<file path="src/rtl/seq_mult_ctrl.sv">
// Iterative shift-add unsigned multiplier: one WIDTH-bit ripple adder reused for
// WIDTH cycles, with a start/busy/done handshake and a held product register.
module seq_mult_ctrl #(
    parameter int WIDTH = 8
) (
    input  logic                 clk,
    input  logic                 rst,
    input  logic                 start,
    input  logic [WIDTH-1:0]     a,
    input  logic [WIDTH-1:0]     b,
    output logic                 busy,
    output logic                 done,
    output logic [2*WIDTH-1:0]   product
);

    localparam int CW = $clog2(WIDTH) + 1;

    typedef enum logic [1:0] {
        IDLE = 2'd0,
        CALC = 2'd1,
        DONE = 2'd2
    } state_t;

    state_t           state;
    logic [WIDTH-1:0] mcand;
    logic [WIDTH-1:0] acc;
    logic [WIDTH-1:0] mplier;
    logic [CW-1:0]    count;

    logic [WIDTH-1:0] addend;
    logic [WIDTH-1:0] sum_s;
    logic [WIDTH:1]   carry;
    logic [WIDTH-1:0] next_acc;
    logic [WIDTH-1:0] next_mplier;
    logic             last_iter;

    // {carry, sum} for one bit position
    function automatic logic [1:0] half_add(input logic x, input logic y);
        return {x & y, x ^ y};
    endfunction

    function automatic logic [1:0] full_add(input logic x, input logic y, input logic ci);
        return {(x & y) | (ci & (x ^ y)), x ^ y ^ ci};
    endfunction

    assign addend = mplier[0] ? mcand : '0;

    always_comb begin
        sum_s = '0;
        carry = '0;
        {carry[1], sum_s[0]} = half_add(acc[0], addend[0]);
        for (int i = 1; i < WIDTH; i++) begin
            {carry[i+1], sum_s[i]} = full_add(acc[i], addend[i], carry[i]);
        end
    end

    // {cout, sum, mplier} shifted right by one, low 2*WIDTH bits kept
    assign next_acc    = {carry[WIDTH], sum_s[WIDTH-1:1]};
    assign next_mplier = {sum_s[0], mplier[WIDTH-1:1]};
    assign last_iter   = (count == CW'(WIDTH - 1));

    always_ff @(posedge clk) begin
        if (rst) begin
            state   <= IDLE;
            busy    <= 1'b0;
            done    <= 1'b0;
            product <= '0;
            mcand   <= '0;
            acc     <= '0;
            mplier  <= '0;
            count   <= '0;
        end else begin
            case (state)
                IDLE: begin
                    done <= 1'b0;
                    if (start) begin
                        mcand  <= a;
                        mplier <= b;
                        acc    <= '0;
                        count  <= '0;
                        busy   <= 1'b1;
                        state  <= CALC;
                    end
                end
                CALC: begin
                    acc    <= next_acc;
                    mplier <= next_mplier;
                    count  <= count + CW'(1);
                    if (last_iter) begin
                        // final partial product goes straight into the result register
                        product <= {next_acc, next_mplier};
                        done    <= 1'b1;
                        state   <= DONE;
                    end
                end
                DONE: begin
                    done  <= 1'b0;
                    busy  <= 1'b0;
                    state <= IDLE;
                end
                default: begin
                    done  <= 1'b0;
                    busy  <= 1'b0;
                    state <= IDLE;
                end
            endcase
        end
    end

endmodule

</file>
<file path="config.mk">
export PLATFORM = sky130hd
export DESIGN_NAME = seq_mult_ctrl
export DESIGN_NICKNAME = d
export VERILOG_FILES = /design/src/rtl/seq_mult_ctrl.sv
export SDC_FILE = /design/constraint.sdc
export NUM_CORES = 1
export LEC_CHECK = 0
export CORE_ASPECT_RATIO = 1.5
export CORE_UTILIZATION = 35
export CTS_BUF_LIST = sky130_fd_sc_hd__clkbuf_8
export DETAILED_ROUTE_END_ITERATION = 7
export DONT_BUFFER_PORTS = 1
export HOLD_SLACK_MARGIN = 0.05
export PLACE_DENSITY_LB_ADDON = 0.15
export SLEW_MARGIN = 20
export SYNTH_ARGS = -nofsm -noshare
export SYNTH_HDL_FRONTEND = slang
export SYNTH_SLANG_ARGS = --single-unit
</file>
<file path="constraint.sdc">
create_clock -name clk -period 6.7 [get_ports clk]
set_input_delay 1.005 -clock clk [delete_from_list [all_inputs] [get_ports clk]]
set_output_delay 1.005 -clock clk [all_outputs]
set_load 0.03 [all_outputs]
</file>
==> results of run 1 <==
-- power groups by stage --
stage	Combinational (mW)	Clock [mW]	Sequential, mW
6_report	0.0462	0.179	0.311
5_1_grt	0.0525	0.199	0.313
4_1_cts	0.0474	0.186	0.311
3_5_place_dp	0.0469	0	0.318
3_3_place_gp	0.0474	0	0.318
2_1_floorplan	0.0474	0	0.310
-- layer usage --
| metal | GRT usage | part of all wire |
|---|---|---|
| met3 | 0.03621 | 0.044 |
| met4 | 0.05892 | 0.014 |
| met5 | 0 | 0 |
| met1 | 0.2004 | 0.42 |
| met2 | 0.2834 | 0.52 |
-- worst reg2reg max path, cell delays in order (launching register included) --
cell	delay, ps
dfxtp_1	510
and2_1	180
ha_1	130
inv_1	40
fa_1	370
fa_1	380
fa_1	390
fa_1	400
fa_1	390
fa_1	390
fa_1	530
a211oi_2	70
-- how the worst min path moves through the flow --
stage	start	end	slack (ps)	cells after the start
floorplan	mcand[0]$_SDFFE_PP0P_	mcand[0]$_SDFFE_PP0P_	430	2
global placement	mcand[0]$_SDFFE_PP0P_	mcand[0]$_SDFFE_PP0P_	440	2
detailed placement	acc[2]$_SDFFE_PP0P_	acc[2]$_SDFFE_PP0P_	450	1
finish	mcand[6]$_SDFFE_PP0P_	mcand[6]$_SDFFE_PP0P_	460	2
CTS	mcand[0]$_SDFFE_PP0P_	mcand[0]$_SDFFE_PP0P_	460	2
global route	acc[1]$_SDFFE_PP0P_	acc[1]$_SDFFE_PP0P_	490	1
-- Yosys cell counts (all sizes together) --
| library cell | instances | share of area |
|---|---|---|
| nand4 | 1 | 0.0029 |
| nor2b | 7 | 0.021 |
| a32o | 1 | 0.0046 |
| or3b | 1 | 0.0040 |
| o21ba | 1 | 0.0046 |
| nand3b | 2 | 0.0069 |
| nand2 | 25 | 0.043 |
| a31oi | 1 | 0.0029 |
| nor3b | 3 | 0.016 |
| nor2 | 11 | 0.023 |
| ha | 2 | 0.012 |
| o22ai | 1 | 0.0029 |
| buf | 14 | 0.039 |
| and3b | 1 | 0.0040 |
| fa | 7 | 0.065 |
| o221a | 8 | 0.042 |
| a31o | 8 | 0.032 |
| a211oi | 8 | 0.046 |
| nand2b | 9 | 0.026 |
| a21oi | 33 | 0.076 |
| mux2i | 1 | 0.0046 |
| o2bb2ai | 8 | 0.032 |
| and2 | 2 | 0.0058 |
| inv | 11 | 0.019 |
| clkbuf | 4 | 0.0069 |
| o21bai | 1 | 0.0035 |
| mux2 | 1 | 0.0052 |
| and3 | 2 | 0.0058 |
| dfxtp | 48 | 0.44 |
-- final cells by class --
| class | count | share of cell area |
|---|---|---|
| well taps | 72 | 0.03991 |
| flip-flops and latches | 48 | 0.4257 |
| clock inverters | 2 | 0.004435 |
| multi-input cells | 145 | 0.4717 |
| clock buffers | 6 | 0.03659 |
| inverters | 11 | 0.01829 |
| repair buffers | 1 | 0.003326 |
-- metrics by stage --
stage | instance area [um2] | utilization
final | 2257 | 0.3845
after global routing | 2257 | 0.3845
after CTS | 2257 | 0.3845
after detailed placement | 2165 | 0.3687
after global placement | 2165 | 0.3687
after floorplan | 2166 | -
-- sequential cells by signal (all words and copies together) (netlist names) --
signal	count
acc	8
done	1
busy	1
mplier	8
count	4
mcand	8
state	2
product	16
-- kinds of logic (layout without fill, tap and decap cells) --
family / Yosys count / in the layout / synth area share
and+or+nand+nor: 64 / 64 / 0.1583
AOI/OAI and AO/OA: 70 / 70 / 0.2473
buffers and inverters: 29 / 20 / 0.06470
adders and majority gates: 9 / 9 / 0.07625
muxes: 2 / 2 / 0.009821
DFF: 48 / 48 / 0.4437
==> impl_metrics.env, run 1 <==
export IMPL_drive_gt1_frac=0.1033
export IMPL_antenna_found_initial=0
export IMPL_multiInputGateArea_um2=1065
export IMPL_cp_start_kind="register"
export IMPL_cp_end_kind="register"
export IMPL_dr_pass1_iters=4
export IMPL_core_area_um2=5871
export IMPL_cp_num_cells=11
export IMPL_wirelength_mm=4.903
export IMPL_antenna_left=0
export IMPL_cts_resized=0
export IMPL_synth_fp_nets=250
export IMPL_cts_buffers=5
export IMPL_nFillCells=619
export IMPL_period_share=0.5876
export IMPL_ff2ff_setup_slack_ps=2760
export IMPL_whs_ps=457.9
export IMPL_power_internal_uw=399.2
export IMPL_drcViolationCount=0
export IMPL_crit_path_top_delay_cell="fa_1"
export IMPL_syn_avg_cell_area_um2=9.756
export IMPL_grt_max_degree=32
export IMPL_fin_nets=240
export IMPL_slew_viol_final=0
export IMPL_die_x_um=66.23
export IMPL_rr_startpoint="mplier[0]$_SDFFE_PP0P_"
export IMPL_via_per_inst=5.411
export IMPL_pwr_share_seq=0.579
export IMPL_port_buffers=0
export IMPL_fin_skew_ps=7.308
export IMPL_crit_chain="and2_1, ha_1, inv_1, fa_1, fa_1, fa_1, fa_1, fa_1, fa_1, fa_1, a211oi_2"
export IMPL_comb_power_share=0.086
export IMPL_gp_congestion=0.7585
export IMPL_outcome="completed"
export IMPL_synth_seq_area_share=0.4437
export IMPL_ioPinCount=37
export IMPL_drt_iter0_drc=91
export IMPL_maxSlewHeadroom=0.4181
export IMPL_grt_util_all_layers=0.1661
export IMPL_tns_ps=0
export IMPL_ys_seq_elements=48
export IMPL_critPathTopFamily="adder cells"
export IMPL_hold_path_class="register to register"
export IMPL_place_hpwl_mm=3.218
export IMPL_required_ps=6850
export IMPL_clkPwrFrac=0.334
export IMPL_critPathLaunch="mplier[0]$_SDFFE_PP0P_"
export IMPL_layout_commonest_cell="dfxtp_1"
export IMPL_max_cap_viol_count=0
export IMPL_grt_pass1_wl_mm=7.983
export IMPL_seq_area_um2=960.9
export IMPL_area_growth_pct=4.217
export IMPL_cts_hold_buf=0
export IMPL_wl_per_cell_um=17.20
export IMPL_tightestPinTransition_ps=872.9
export IMPL_r2r_end="product[14]$_SDFFE_PP0P_"
export IMPL_cts_tree="done"
export IMPL_yosysWarnings=0
export IMPL_crit_buf_inv=1
export IMPL_total_power_uw=536.1
export IMPL_grt_pass1_vias=1483
export IMPL_crit_type="register to register"
export IMPL_final_cell_mix="dfxtp_1 (48), a21oi_1 (33), nand2_1 (25)"
export IMPL_pre_cts_ws_ps=2768
export IMPL_grt_ovfl_total=0
export IMPL_fmax_ghz=0.2540
export IMPL_floorplan_rows=34
export IMPL_worst_r2r_cell_count=11
export IMPL_clk_pin_slew_worst_paths_ps=90
export IMPL_synth_distinct_cells=36
export IMPL_cp_arrival_ps=4090
export IMPL_vias=1542
export IMPL_n_antenna_cell=0
export IMPL_cts_htree_levels=2
export IMPL_crit_end="product[14]$_SDFFE_PP0P_"
export IMPL_p_sw_frac=0.2555
export IMPL_die_area_um2=6513
export IMPL_rsz0062_at_grt="no"
export IMPL_p_per_area_nw_per_um2=237.5
export IMPL_die_h_um=98.35
export IMPL_vdd_drop_max_mv=0.1224
export IMPL_cp_max_fo=9
export IMPL_start_util=0.3689
export IMPL_post_cts_buffers=0
export IMPL_netlist_area_um2=2166
export IMPL_cts_max_path_buffers=2
export IMPL_cts_root_buffer="clkbuf_8"
export IMPL_fin_cells=285
export IMPL_cpPeakStageDelay_ps=530
export IMPL_p_sw_uw=137.0
export IMPL_final_hold_violation_count=0
export IMPL_setup_slack_ps=2763
export IMPL_period_minus_slack_ps=3937
export IMPL_clkLatencyLatePin_ps=300
export IMPL_setup_violations=0
export IMPL_synth_cells=222
export IMPL_leakage_nw=0.7364
export IMPL_crit_path_frequent_cell="fa_1"
export IMPL_clock_sinks=48
export IMPL_dp_cells=277
(Power assumes the default switching activity.)
==> inputs of run 2 (changes only) <==
clock period = 3.4 ns   (was 6.7 ns; I/O delays follow)
==> run 2 against run 1 <==
Against the previous run: the flow now finishes with violations (setup timing); cell count up 1.4%; die area unchanged; core utilization increased by 1.1 points; count of clock-buffer cells in the layout unchanged; worst setup slack got worse by 2800 ps; global-route usage shrank 0.52 points; maximum frequency is 15% higher; power grew 99%; clock skew up 2.0 ps; critical endpoint unchanged; largest cell class unchanged.
==> impl_metrics.env, run 2 (same netlist as run 1, synthesis figures left out) <==
export IMPL_leakage_nw=0.7622
export IMPL_cpPeakStageDelay_ps=470
export IMPL_clkLatencyLatePin_ps=300
export IMPL_via_per_inst=5.298
export IMPL_fmax_ghz=0.2923
export IMPL_crit_path_frequent_cell="fa_2"
export IMPL_crit_path_top_delay_cell="fa_1"
export IMPL_cts_root_buffer="clkbuf_8"
export IMPL_fin_skew_ps=9.338
export IMPL_clock_sinks=48
export IMPL_cp_max_fo=2
export IMPL_antenna_found_initial=0
export IMPL_clk_pin_slew_worst_paths_ps=90
export IMPL_die_area_um2=6513
export IMPL_gp_congestion=0.7301
export IMPL_antenna_left=0
export IMPL_dp_cells=281
export IMPL_vias=1531
export IMPL_post_cts_buffers=0
export IMPL_seq_area_um2=963.4
export IMPL_n_antenna_cell=0
export IMPL_cts_tree="done"
export IMPL_setup_slack_ps=-21.16
export IMPL_dr_max_layer_used="met4"
export IMPL_fin_nets=244
export IMPL_place_hpwl_mm=3.248
export IMPL_outcome="finished, violations left"
export IMPL_cts_buffers=5
export IMPL_dr_pass1_iters=4
export IMPL_grt_util_all_layers=0.1609
export IMPL_port_buffers=0
export IMPL_area_growth_pct=7.164
export IMPL_period_minus_slack_ps=3421
export IMPL_utilization=0.3954
export IMPL_die_x_um=66.23
export IMPL_drcViolationCount=0
export IMPL_cts_max_path_buffers=2
export IMPL_cp_end_kind="register"
export IMPL_cp_start_kind="register"
export IMPL_violations="setup timing"
export IMPL_power_internal_uw=791.2
export IMPL_slew_viol_final=0
export IMPL_grt_pass1_wl_mm=7.817
export IMPL_p_sw_uw=275.2
export IMPL_largest_reg_flops=16
export IMPL_hold_path_class="input pin to register"
export IMPL_top_register="product"
export IMPL_floorplan_rows=34
export IMPL_p_per_area_nw_per_um2=459.5
export IMPL_pwr_share_seq=0.572
export IMPL_drt_iter0_drc=84
export IMPL_grt_max_degree=32
export IMPL_wl_met1_mm=2.243
export IMPL_core_area_um2=5871
export IMPL_layout_commonest_cell="dfxtp_1"
export IMPL_max_cap_viol_count=0
export IMPL_grt_pass1_vias=1462
export IMPL_start_util=0.3689
export IMPL_met3WireLength_um=235
export IMPL_tightestPinTransition_ps=755.6
export IMPL_clkPwrFrac=0.333
export IMPL_cts_htree_levels=2
export IMPL_period_share=1.006
export IMPL_required_ps=3630
export IMPL_drive_gt1_frac=0.1659
export IMPL_cp_arrival_ps=3650
export IMPL_whs_ps=267.7
export IMPL_met2_length_mm=2.408
export IMPL_cts_hold_buf=0
export IMPL_fin_cells=289
export IMPL_grt_ovfl_total=0
export IMPL_vdd_drop_max_mv=0.1979
export IMPL_crit_chain="and2_4, ha_4, inv_2, fa_2, fa_2, fa_2, fa_2, fa_2, fa_2, fa_1, a211oi_2"
export IMPL_nFillCells=609
export IMPL_ioPinCount=37
export IMPL_wirelength_mm=4.950
export IMPL_final_cell_mix="dfxtp_1 (46), a21oi_1 (33), nand2_1 (25)"
export IMPL_comb_power_share=0.094
export IMPL_final_hold_violation_count=0
export IMPL_wl_per_cell_um=17.13
export IMPL_setup_violations=2
export IMPL_die_h_um=98.35
export IMPL_crit_type="register to register"
export IMPL_maxSlewHeadroom=0.4956
export IMPL_rsz0062_at_grt="yes"
export IMPL_p_sw_frac=0.2581
export IMPL_multiInputGateArea_um2=1095
==> run 2: critical path: cells and delay by family, from the launching register on <==
| kind | cells | cell delay (ps) |
|---|---|---|
| and+or+nand+nor | 1 | 140 |
| adders and majority gates | 8 | 2660 |
| buffers and inverters | 1 | 30 |
| DFF | 1 | 330 |
| AOI/OAI and AO/OA | 1 | 180 |
==> run 2: timing repair <==
action | CTS | global route
pin swaps | 2 | 0
gates cloned | 0 | 0
endpoints found under the setup margin | 3 | 4
gates resized for setup | 2 | 0
==> run 2: path summary, 6_finish.rpt <==
path	from	endpoint	slack, ps	cells past startpoint
setup / recovery	mcand[0]$_SDFFE_PP0P_	product[14]$_SDFFE_PP0P_	-20	11
hold / removal	rst	count[0]$_SDFFE_PP0P_	270	1
setup reg to reg	mcand[0]$_SDFFE_PP0P_	product[14]$_SDFFE_PP0P_	-20	11
hold reg to reg	mcand[0]$_SDFFE_PP0P_	mcand[0]$_SDFFE_PP0P_	450	2
==> run 2: cell type report <==
type                       count  share of cell area
multi-input combinational    145              0.4717
inverter                      11             0.01779
timing repair buffer           5             0.01617
clock buffer                   6             0.03558
tap                           72             0.03881
sequential                    48              0.4151
clock inverter                 2            0.004852
==> run 2: metal layers <==
metal / track usage / vias to the layer above
met1: 0.2034 / 734
met2: 0.2669 / 32
met3: 0.03738 / 5
li1: - / 760
met5: 0 / -
met4: 0.04910 / 0
==> run 2: power by group through the flow <==
stage                     Combinational [mW]  Clock [mW]  Sequential [mW]
final                                  0.101       0.356            0.610
after global routing                   0.112       0.396            0.614
after CTS                              0.102       0.371            0.610
after detailed placement               0.101           0            0.623
after global placement                 0.103           0            0.623
after floorplan                       0.0968           0            0.610
==> run 2: through the flow <==
step	power [mW]	TNS, ps	instance area, um2	setup WS, ps
after global placement	0.7260	-65.69	2225	-33.01
after global routing	1.122	-376.4	2321	-135.6
after floorplan	0.7072	-210.3	2206	-94.17
final	1.066	-28.38	2321	-21.16
after CTS	1.083	-46.46	2321	-28.94
after detailed placement	0.7244	-119.2	2225	-63.09
